==> config.mk <==
export PLATFORM = sky130hd
export DESIGN_NAME = bounce_generator
export DESIGN_NICKNAME = d
export VERILOG_FILES = /design/src/rtl/bounce_generator.sv
export SDC_FILE = /design/constraint.sdc
export NUM_CORES = 1
export LEC_CHECK = 0
export BUFFER_PORTS_ARGS = -buffer_cell sky130_fd_sc_hd__buf_2
export CORE_MARGIN = 2
export CORE_UTILIZATION = 50
export DETAILED_ROUTE_END_ITERATION = 6
export HOLD_SLACK_MARGIN = 0.1
export PLACE_DENSITY = 0.8
export SKIP_CTS_REPAIR_TIMING = 1
export SLEW_MARGIN = 30
export SYNTH_ARGS = -nofsm -noshare
export SYNTH_HDL_FRONTEND = slang
export SYNTH_SLANG_ARGS = --single-unit
==> constraint.sdc <==
create_clock -name i_clk -period 2.65 [get_ports i_clk]
set_input_delay 0.1325 -clock i_clk [delete_from_list [all_inputs] [get_ports i_clk]]
set_output_delay 0.1325 -clock i_clk [all_outputs]
set_load 0.005 [all_outputs]
==> src/rtl/bounce_generator.sv <==
// bounce_generator: turns a clean level into a switch-like bouncy signal.
// Each event emits 2N+1 transitions with per-level hold widths, then holds
// the final level stable for SETTLE_CYC clocks. Counts emitted transitions.
// Optional macro BOUNCE_GEN_LFSR_EN: pseudo-random hold widths from a 16-bit LFSR.
module bounce_generator #(
   parameter int unsigned MIN_W      = 4,
   parameter logic [15:0] W_MASK     = 16'h000F,
   parameter int unsigned SETTLE_CYC = 16,
   parameter logic [15:0] SEED       = 16'hACE1
) (
   input  logic       i_clk,
   input  logic       i_rst_n,
   input  logic       i_clr,
   input  logic       i_lvl,
   input  logic [3:0] i_bounces,
   output logic       o_sw,
   output logic       o_busy,
   output logic [7:0] o_bounce_count,
   output logic [1:0] o_state
);

   typedef enum logic [1:0] {IDLE = 2'd0, BOUNCE = 2'd1, SETTLE = 2'd2} state_e;

   localparam logic [15:0] MIN_W_M1  = 16'(MIN_W - 1);
   localparam logic [15:0] SETTLE_M1 = 16'(SETTLE_CYC - 1);

   state_e      state_q;
   logic        sw_q;
   logic        stable_q;
   logic        target_q;
   logic [4:0]  remain_q;
   logic [15:0] timer_q;
   logic [7:0]  count_q;
   logic [15:0] w_m1;     // hold width minus one for the level being loaded now
   logic        emit;     // o_sw changes on this edge

`ifdef BOUNCE_GEN_LFSR_EN
   logic [15:0] lfsr_q;

   // Fibonacci LFSR x^16+x^14+x^13+x^11+1, shifting right, free-running
   always_ff @(posedge i_clk or negedge i_rst_n) begin
      if (!i_rst_n) lfsr_q <= SEED;
      else          lfsr_q <= {lfsr_q[0] ^ lfsr_q[2] ^ lfsr_q[3] ^ lfsr_q[5], lfsr_q[15:1]};
   end

   assign w_m1 = MIN_W_M1 + (lfsr_q & W_MASK);
`else
   // Fixed width: the random term folds to a constant zero
   assign w_m1 = MIN_W_M1 + (SEED & W_MASK & 16'h0000);
`endif

   // Flag the edges on which the FSM below changes o_sw
   always_comb begin
      emit = 1'b0;
      case (state_q)
         IDLE:    emit = (i_lvl != stable_q);
         BOUNCE:  emit = (timer_q == 16'd0);
         SETTLE:  emit = 1'b0;
         default: emit = (sw_q != stable_q);
      endcase
   end

   // Event FSM: first transition in IDLE, chatter in BOUNCE, quiet hold in SETTLE
   always_ff @(posedge i_clk or negedge i_rst_n) begin
      if (!i_rst_n) begin
         state_q  <= IDLE;
         sw_q     <= 1'b0;
         stable_q <= 1'b0;
         target_q <= 1'b0;
         remain_q <= 5'd0;
         timer_q  <= 16'd0;
      end else begin
         case (state_q)
            IDLE: begin
               if (i_lvl != stable_q) begin
                  target_q <= i_lvl;
                  sw_q     <= i_lvl;
                  if (i_bounces == 4'd0) begin
                     state_q <= SETTLE;
                     timer_q <= SETTLE_M1;
                  end else begin
                     state_q  <= BOUNCE;
                     remain_q <= {i_bounces, 1'b0};
                     timer_q  <= w_m1;
                  end
               end
            end
            BOUNCE: begin
               if (timer_q == 16'd0) begin
                  sw_q     <= ~sw_q;
                  remain_q <= remain_q - 5'd1;
                  if (remain_q == 5'd1) begin
                     state_q <= SETTLE;
                     timer_q <= SETTLE_M1;
                  end else begin
                     timer_q <= w_m1;
                  end
               end else begin
                  timer_q <= timer_q - 16'd1;
               end
            end
            SETTLE: begin
               if (timer_q == 16'd0) begin
                  stable_q <= target_q;
                  state_q  <= IDLE;
               end else begin
                  timer_q <= timer_q - 16'd1;
               end
            end
            default: begin
               state_q <= IDLE;
               sw_q    <= stable_q;
            end
         endcase
      end
   end

   // Transition counter; clear takes priority over a same-cycle transition
   always_ff @(posedge i_clk or negedge i_rst_n) begin
      if (!i_rst_n)  count_q <= 8'd0;
      else if (i_clr) count_q <= 8'd0;
      else if (emit)  count_q <= count_q + 8'd1;
   end

   assign o_sw           = sw_q;
   assign o_busy         = (state_q != IDLE);
   assign o_state        = state_q;
   assign o_bounce_count = count_q;

endmodule
==> results.py, run 1 <==
metrics = {
    "logic_synthesis": {
        "yosysWarnings": 0,
        "ys_ff_latch": 34,
        "synth.most_common_cell": "dfrtp_1",
        "synth_top_flop_cell": "dfrtp_1",
        "netlist_area_sq_um": 2231,
        "synth.top_cells.by_count": "dfrtp_1, nor2_1, a21oi_1, nand2_1, o21ai_0",
        "synth.top_cell.area_share_pct": 38.14,
        "ys_types": 54,
        "async_reset_ff_share_pct": 100.0,
        "ys_seq_area_share_pct": 38.14,
        "synth_cells": 249,
        "syn_nets": 265,
        "synth_top_cell_by_area": "dfrtp_1",
        "synth_edf_count": 0,
        "yosys-top-cells-area": "dfrtp_1, a21oi_1, nor2_1",
        "postSynthAreaPerCell_sq_um": 8.959,
    },
    "floorplanning": {
        "die-area_sq_um": 5012,
        "fp-row-count": 24,
        "core_area_sq_um": 4324,
        "start_util_pct": 51.59,
        "ios": 20,
        "fp.dieW_um": 70.80,
        "die_h_um": 70.80,
    },
    "global_routing": {
        "grt_usage_pct": 21.61,
        "antenna_found_initial": 0,
        "use_met2_pct": 35.41,
        "overflow": 0,
        "use_met3_pct": 4.274,
        "grt_start_max_net_pins": 35,
        "gr-max-usage-layer": "met2",
        "met1_usage_pct": 28.27,
        "grt_pass1_vias": 1929,
        "grt_pass1_wl_um": 8790,
    },
    "drt": {
        "drt_first_pass_iters": 4,
        "drcViolationCount": 0,
        "drt-vias-per-instance": 6.092,
        "wirelength_um": 5186,
        "wire_per_inst_um": 15.96,
        "vias": 1980,
        "drtAntennaViolNets": 0,
        "first_iter_violations": 144,
    },
    "power_and_ir_drop": {
        "vdd_drop_max_uv": 630.6,
        "p_per_area_nw_per_um2": 1318,
        "power_mw": 3.325,
        "leakage_nw": 1.130,
    },
    "clock_tree": {
        "cts_buffers": 5,
        "cts.sink_count": 34,
        "cts-root-buf": "clkbuf_8",
        "cts-htree-levels": 2,
        "clkTransAtPathRegs_ps": 80,
        "cts_buffer_depth": 2,
        "insertion_delay_ps": 290,
        "cts_tree": "built",
    },
    "run": {
        "maxCapViolations": 0,
    },
    "layout": {
        "area_growth_syn_to_layout_pct": 13.07,
        "fin_nets": 289,
        "final_layout_size_suffix_gt1_share_pct": 16.85,
        "antenna_cells": 0,
    },
    "worst_setup_path": {
        "startpoint_type": "register",
        "critPathKind": "register to register",
        "crit_chain": "inv_1 -> ha_1 -> nor4b_4 -> and4_1 -> o21ai_1 -> a21oi_4 -> nor2_1",
        "cp.arrival_ps": 2490,
        "path_max_fanout": 10,
        "slowest_delay_ps": 430,
        "required_ps": 2810,
        "crit_path_top_delay_cell": "and4_1",
        "endpoint_kind": "register",
    },
    "placed_design": {
        "hpwl_um": 3708,
        "portBuffers": 19,
        "place.gp.congestion": 0.8659,
    },
    "run_status": {
        "status": "complete, no violations",
    },
    "timing": {
        "finalCritPeriodShare_pct": 87.89,
        "setup_viol": 0,
        "finalSetupTns_ps": 0,
        "fin_crit_ps": 2329,
        "rsz0062_at_grt": "no",
        "hold_viol": 0,
        "maxSlewHeadroom_pct": 49.38,
        "fmax_ghz": 0.4294,
        "fin_skew_ps": 9.383,
        "slew_viol_final": 0,
        "worstMarginPinSlew_ps": 759.2,
    },
    "hold_path": {
        "holdCritPathClass": "input port to register",
    },
}
==> sequential cells by signal, indices dropped and copies added, names as in the netlist <==
signal / count
o_bounce_count: 8
o_state: 2
o_sw: 1
remain_q: 5
stable_q: 1
target_q: 1
timer_q: 16
==> power breakdown <==
group | internal [mW] | switching, mW | leakage, nW
sequential | 0.700 | 0.247 | 0.449
clock | 0.301 | 0.190 | 0.0573
combinational | 0.723 | 1.16 | 0.624
==> final timing paths <==
path	startpoint	to	slack, ps	cells after the start
worst max-delay path	timer_q[0]	timer_q[13]	320	7
worst min-delay path	i_bounces[2]	remain_q[3]	70	3
worst max register to register	timer_q[0]	timer_q[13]	320	7
worst min register to register	remain_q[4]	remain_q[4]	560	2
max in group asynchronous	i_rst_n	timer_q[11]	1710	2
min in group asynchronous	i_rst_n	remain_q[1]	450	2
==> cells in the final DEF, fill, tap and decap left out, types with 3 or more instances in the layout <==
master,count
inv_1,10
mux2_2,3
o31ai_1,4
buf_4,4
clkbuf_8,6
nand2_1,14
nor2_1,29
xor2_1,11
or4_1,5
nand2b_1,3
xnor2_1,3
a31oi_1,3
o211ai_1,3
nand3_1,9
ha_1,8
a22oi_1,3
nor4_1,3
a21o_1,4
and4_1,3
o21ai_0,12
a21oi_1,23
nor3_1,5
dfrtp_1,34
buf_2,19
nor2b_1,3
nand4_1,7
==> per-stage QoR <==
stage | hold slack (ps) | cell area [sq um] | setup slack [ps] | std cells | utilization, %
floorplan | -163.1 | 2231 | 619.9 | 249 | -
global placement | 239.8 | 2392 | 380.6 | 317 | 55.32
detailed placement | 247.3 | 2392 | 267.1 | 317 | 55.32
CTS | -61.78 | 2505 | 251.6 | 324 | 57.93
global route | 104.3 | 2522 | 60.32 | 325 | 58.33
finish | 74.28 | 2522 | 321.0 | 325 | 58.33
==> layout make-up <==
| type | instances | area, sq um |
|---|---|---|
| well taps | 52 | 65.06 |
| repair buffers | 24 | 135.1 |
| flip-flops and latches | 34 | 850.8 |
| clock buffers | 6 | 82.58 |
| inverters | 10 | 37.54 |
| clock inverters | 1 | 30.03 |
| multi-input cells | 198 | 1321 |
| fillers | 395 | 1802 |
==> kinds of logic after synthesis <==
group	count (synthesis)	synth area share [%]
and+or+nand+nor	100	25.52
AOI/OAI and AO/OA	71	20.98
DFF	34	38.14
buffers and inverters	17	2.973
xor gates and xnor gates	14	5.496
adders and majority gates	8	4.487
muxes	5	2.412
==> worst max-delay path: cells and delay by family, from the launching register on <==
kind | cells | cell delay (ps)
AOI/OAI and AO/OA | 2 | 580
adders and majority gates | 1 | 200
buffers and inverters | 1 | 80
DFF | 1 | 410
and+or+nand+nor | 3 | 920
==> routing by layer <==
metal	share of wire [%]	wire (um)
met1	44	2286
met2	50	2595
met3	4.0	205
met4	1.9	97
met5	0	0
No activity file was read; power rests on OpenSTA's default activity.
==> inputs of run 2 (changes only) <==
CORE_UTILIZATION = 30   (was 50)
GPL_ROUTABILITY_DRIVEN = 1   (was unset)
PLACE_DENSITY = 0.57   (was 0.8)
==> results.py, run 2 (same netlist as run 1, synthesis figures left out) <==
metrics = {
    "run_status": {
        "status": "complete, no violations",
    },
    "worst_setup_path": {
        "endpoint_kind": "register",
        "ff2ff_path_depth": 7,
        "path_max_fanout": 8,
        "r2r_start": "timer_q[0]",
        "startpoint_type": "register",
        "crit_chain": "inv_1 -> ha_1 -> nor4b_4 -> nand4_1 -> o21ai_0 -> o21ai_0 -> o21ai_0",
        "cp.arrival_ps": 2520,
        "slowest_delay_ps": 560,
        "crit_top_cell": "o21ai_0",
        "required_ps": 2850,
        "critPathKind": "register to register",
        "crit_path_top_delay_cell": "o21ai_0",
        "r2r_end": "timer_q[2]",
        "endpoint": "timer_q[2]",
        "startpoint": "timer_q[0]",
        "rrSetupSlack_ps": 320,
    },
    "layout": {
        "fin_nets": 291,
        "most-common-layout-cells": "dfrtp_1, nor2_1, a21oi_1",
        "multi_input_area_sq_um": 1321,
        "final_common_cell": "dfrtp_1",
        "regMostFlops": "timer_q",
        "largest_reg_flops": 16,
        "ff_latch_area_sq_um": 850.8,
        "fill_cells": 745,
        "final_util_pct": 36.40,
        "area_growth_syn_to_layout_pct": 17.72,
        "final_cells": 375,
        "antenna_cells": 0,
        "final_layout_size_suffix_gt1_share_pct": 17.03,
    },
    "floorplanning": {
        "fp.dieW_um": 90.24,
        "ios": 20,
        "start_util_pct": 30.92,
        "core_area_sq_um": 7214,
        "die-area_sq_um": 8142,
        "fp-row-count": 31,
        "die_h_um": 90.24,
    },
    "global_routing": {
        "grt_pass1_wl_um": 8949,
        "grt_start_max_net_pins": 35,
        "overflow": 0,
        "grt_pass1_vias": 1894,
        "antenna_found_initial": 0,
        "grt_usage_pct": 13.28,
    },
    "drt": {
        "drt_first_pass_iters": 4,
        "vias": 1997,
        "wirelength_um": 5413,
        "first_iter_violations": 120,
        "drcViolationCount": 0,
        "drt-vias-per-instance": 5.325,
        "wire_per_inst_um": 14.43,
        "drtAntennaViolNets": 0,
    },
    "power_and_ir_drop": {
        "vdd_drop_max_uv": 325.0,
        "leakage_nw": 1.150,
        "p_per_area_nw_per_um2": 1307,
    },
    "placed_design": {
        "dp_slack_ps": 221.0,
        "place.gp.congestion": 0.8290,
        "hpwl_um": 3952,
        "placedCellCount": 364,
        "portBuffers": 19,
    },
    "timing": {
        "rsz0062_at_grt": "no",
        "fin_crit_ps": 2326,
        "worstMarginPinSlew_ps": 795.7,
        "finalSetupTns_ps": 0,
        "hold_viol": 0,
        "fin_ws_ps": 324.2,
        "holdWs_ps": 128.5,
        "maxSlewHeadroom_pct": 46.95,
        "fmax_ghz": 0.4300,
        "setup_viol": 0,
        "fin_skew_ps": 9.014,
        "finalCritPeriodShare_pct": 87.77,
        "slew_viol_final": 0,
    },
    "clock_tree": {
        "cts_tree": "built",
        "cts-root-buf": "clkbuf_8",
        "cts.sink_count": 34,
        "cts_buffer_depth": 2,
        "cts_buffers": 5,
        "insertion_delay_ps": 290,
        "clkTransAtPathRegs_ps": 80,
        "cts-htree-levels": 2,
    },
    "hold_path": {
        "holdCritPathClass": "input port to register",
    },
    "run": {
        "maxCapViolations": 0,
    },
}
## run 2: final cells by class
class	count	area share (%)
sequential	34	32.40
tap	99	4.717
multi-input combinational	198	50.31
timing repair buffer	26	5.908
clock buffer	5	2.620
clock inverter	3	2.620
inverter	10	1.429
## run 2: worst min-delay path by stage
| stage | end | from | depth (start not counted) | slack [ps] |
|---|---|---|---|---|
| final | o_bounce_count[5] | i_clr | 2 | 130 |
| after global routing | target_q | i_lvl | 3 | 140 |
| after CTS | remain_q[1] | i_rst_n | 1 | -60 |
| after detailed placement | remain_q[3] | i_rst_n | 1 | 270 |
| after global placement | remain_q[1] | i_rst_n | 1 | 270 |
| after floorplan | o_bounce_count[0] | i_rst_n | 0 | -160 |
## run 2: critical path: cells and delay by family, from the launching register on
family | cells | cell delay, ps
buffers and inverters | 1 | 90
flip-flops | 1 | 410
AND/OR/NAND/NOR | 2 | 690
adder cells (fa/ha/maj) | 1 | 200
AO/OA/AOI/OAI | 3 | 850
## run 2: through the flow
stage / area [sq um] / power, mW
5_1_grt: 2626 / 3.726
2_1_floorplan: 2231 / 2.319
3_3_place_gp: 2451 / 2.809
3_5_place_dp: 2451 / 2.808
6_report: 2626 / 3.432
4_1_cts: 2589 / 3.412
## run 2: metal layers
metal	track usage, %	wire length [um]
met1	17.14	2554
met2	21.99	2573
met3	2.598	204
met5	0	0
met4	5.000	80
## run 2: power breakdown
| part | switching [mW] | total (mW) | internal, mW |
|---|---|---|---|
| registers | 0.249 | 0.948 | 0.700 |
| clock network | 0.215 | 0.592 | 0.377 |
| logic | 1.17 | 1.89 | 0.726 |
| total | 1.63 | 3.43 | 1.80 |
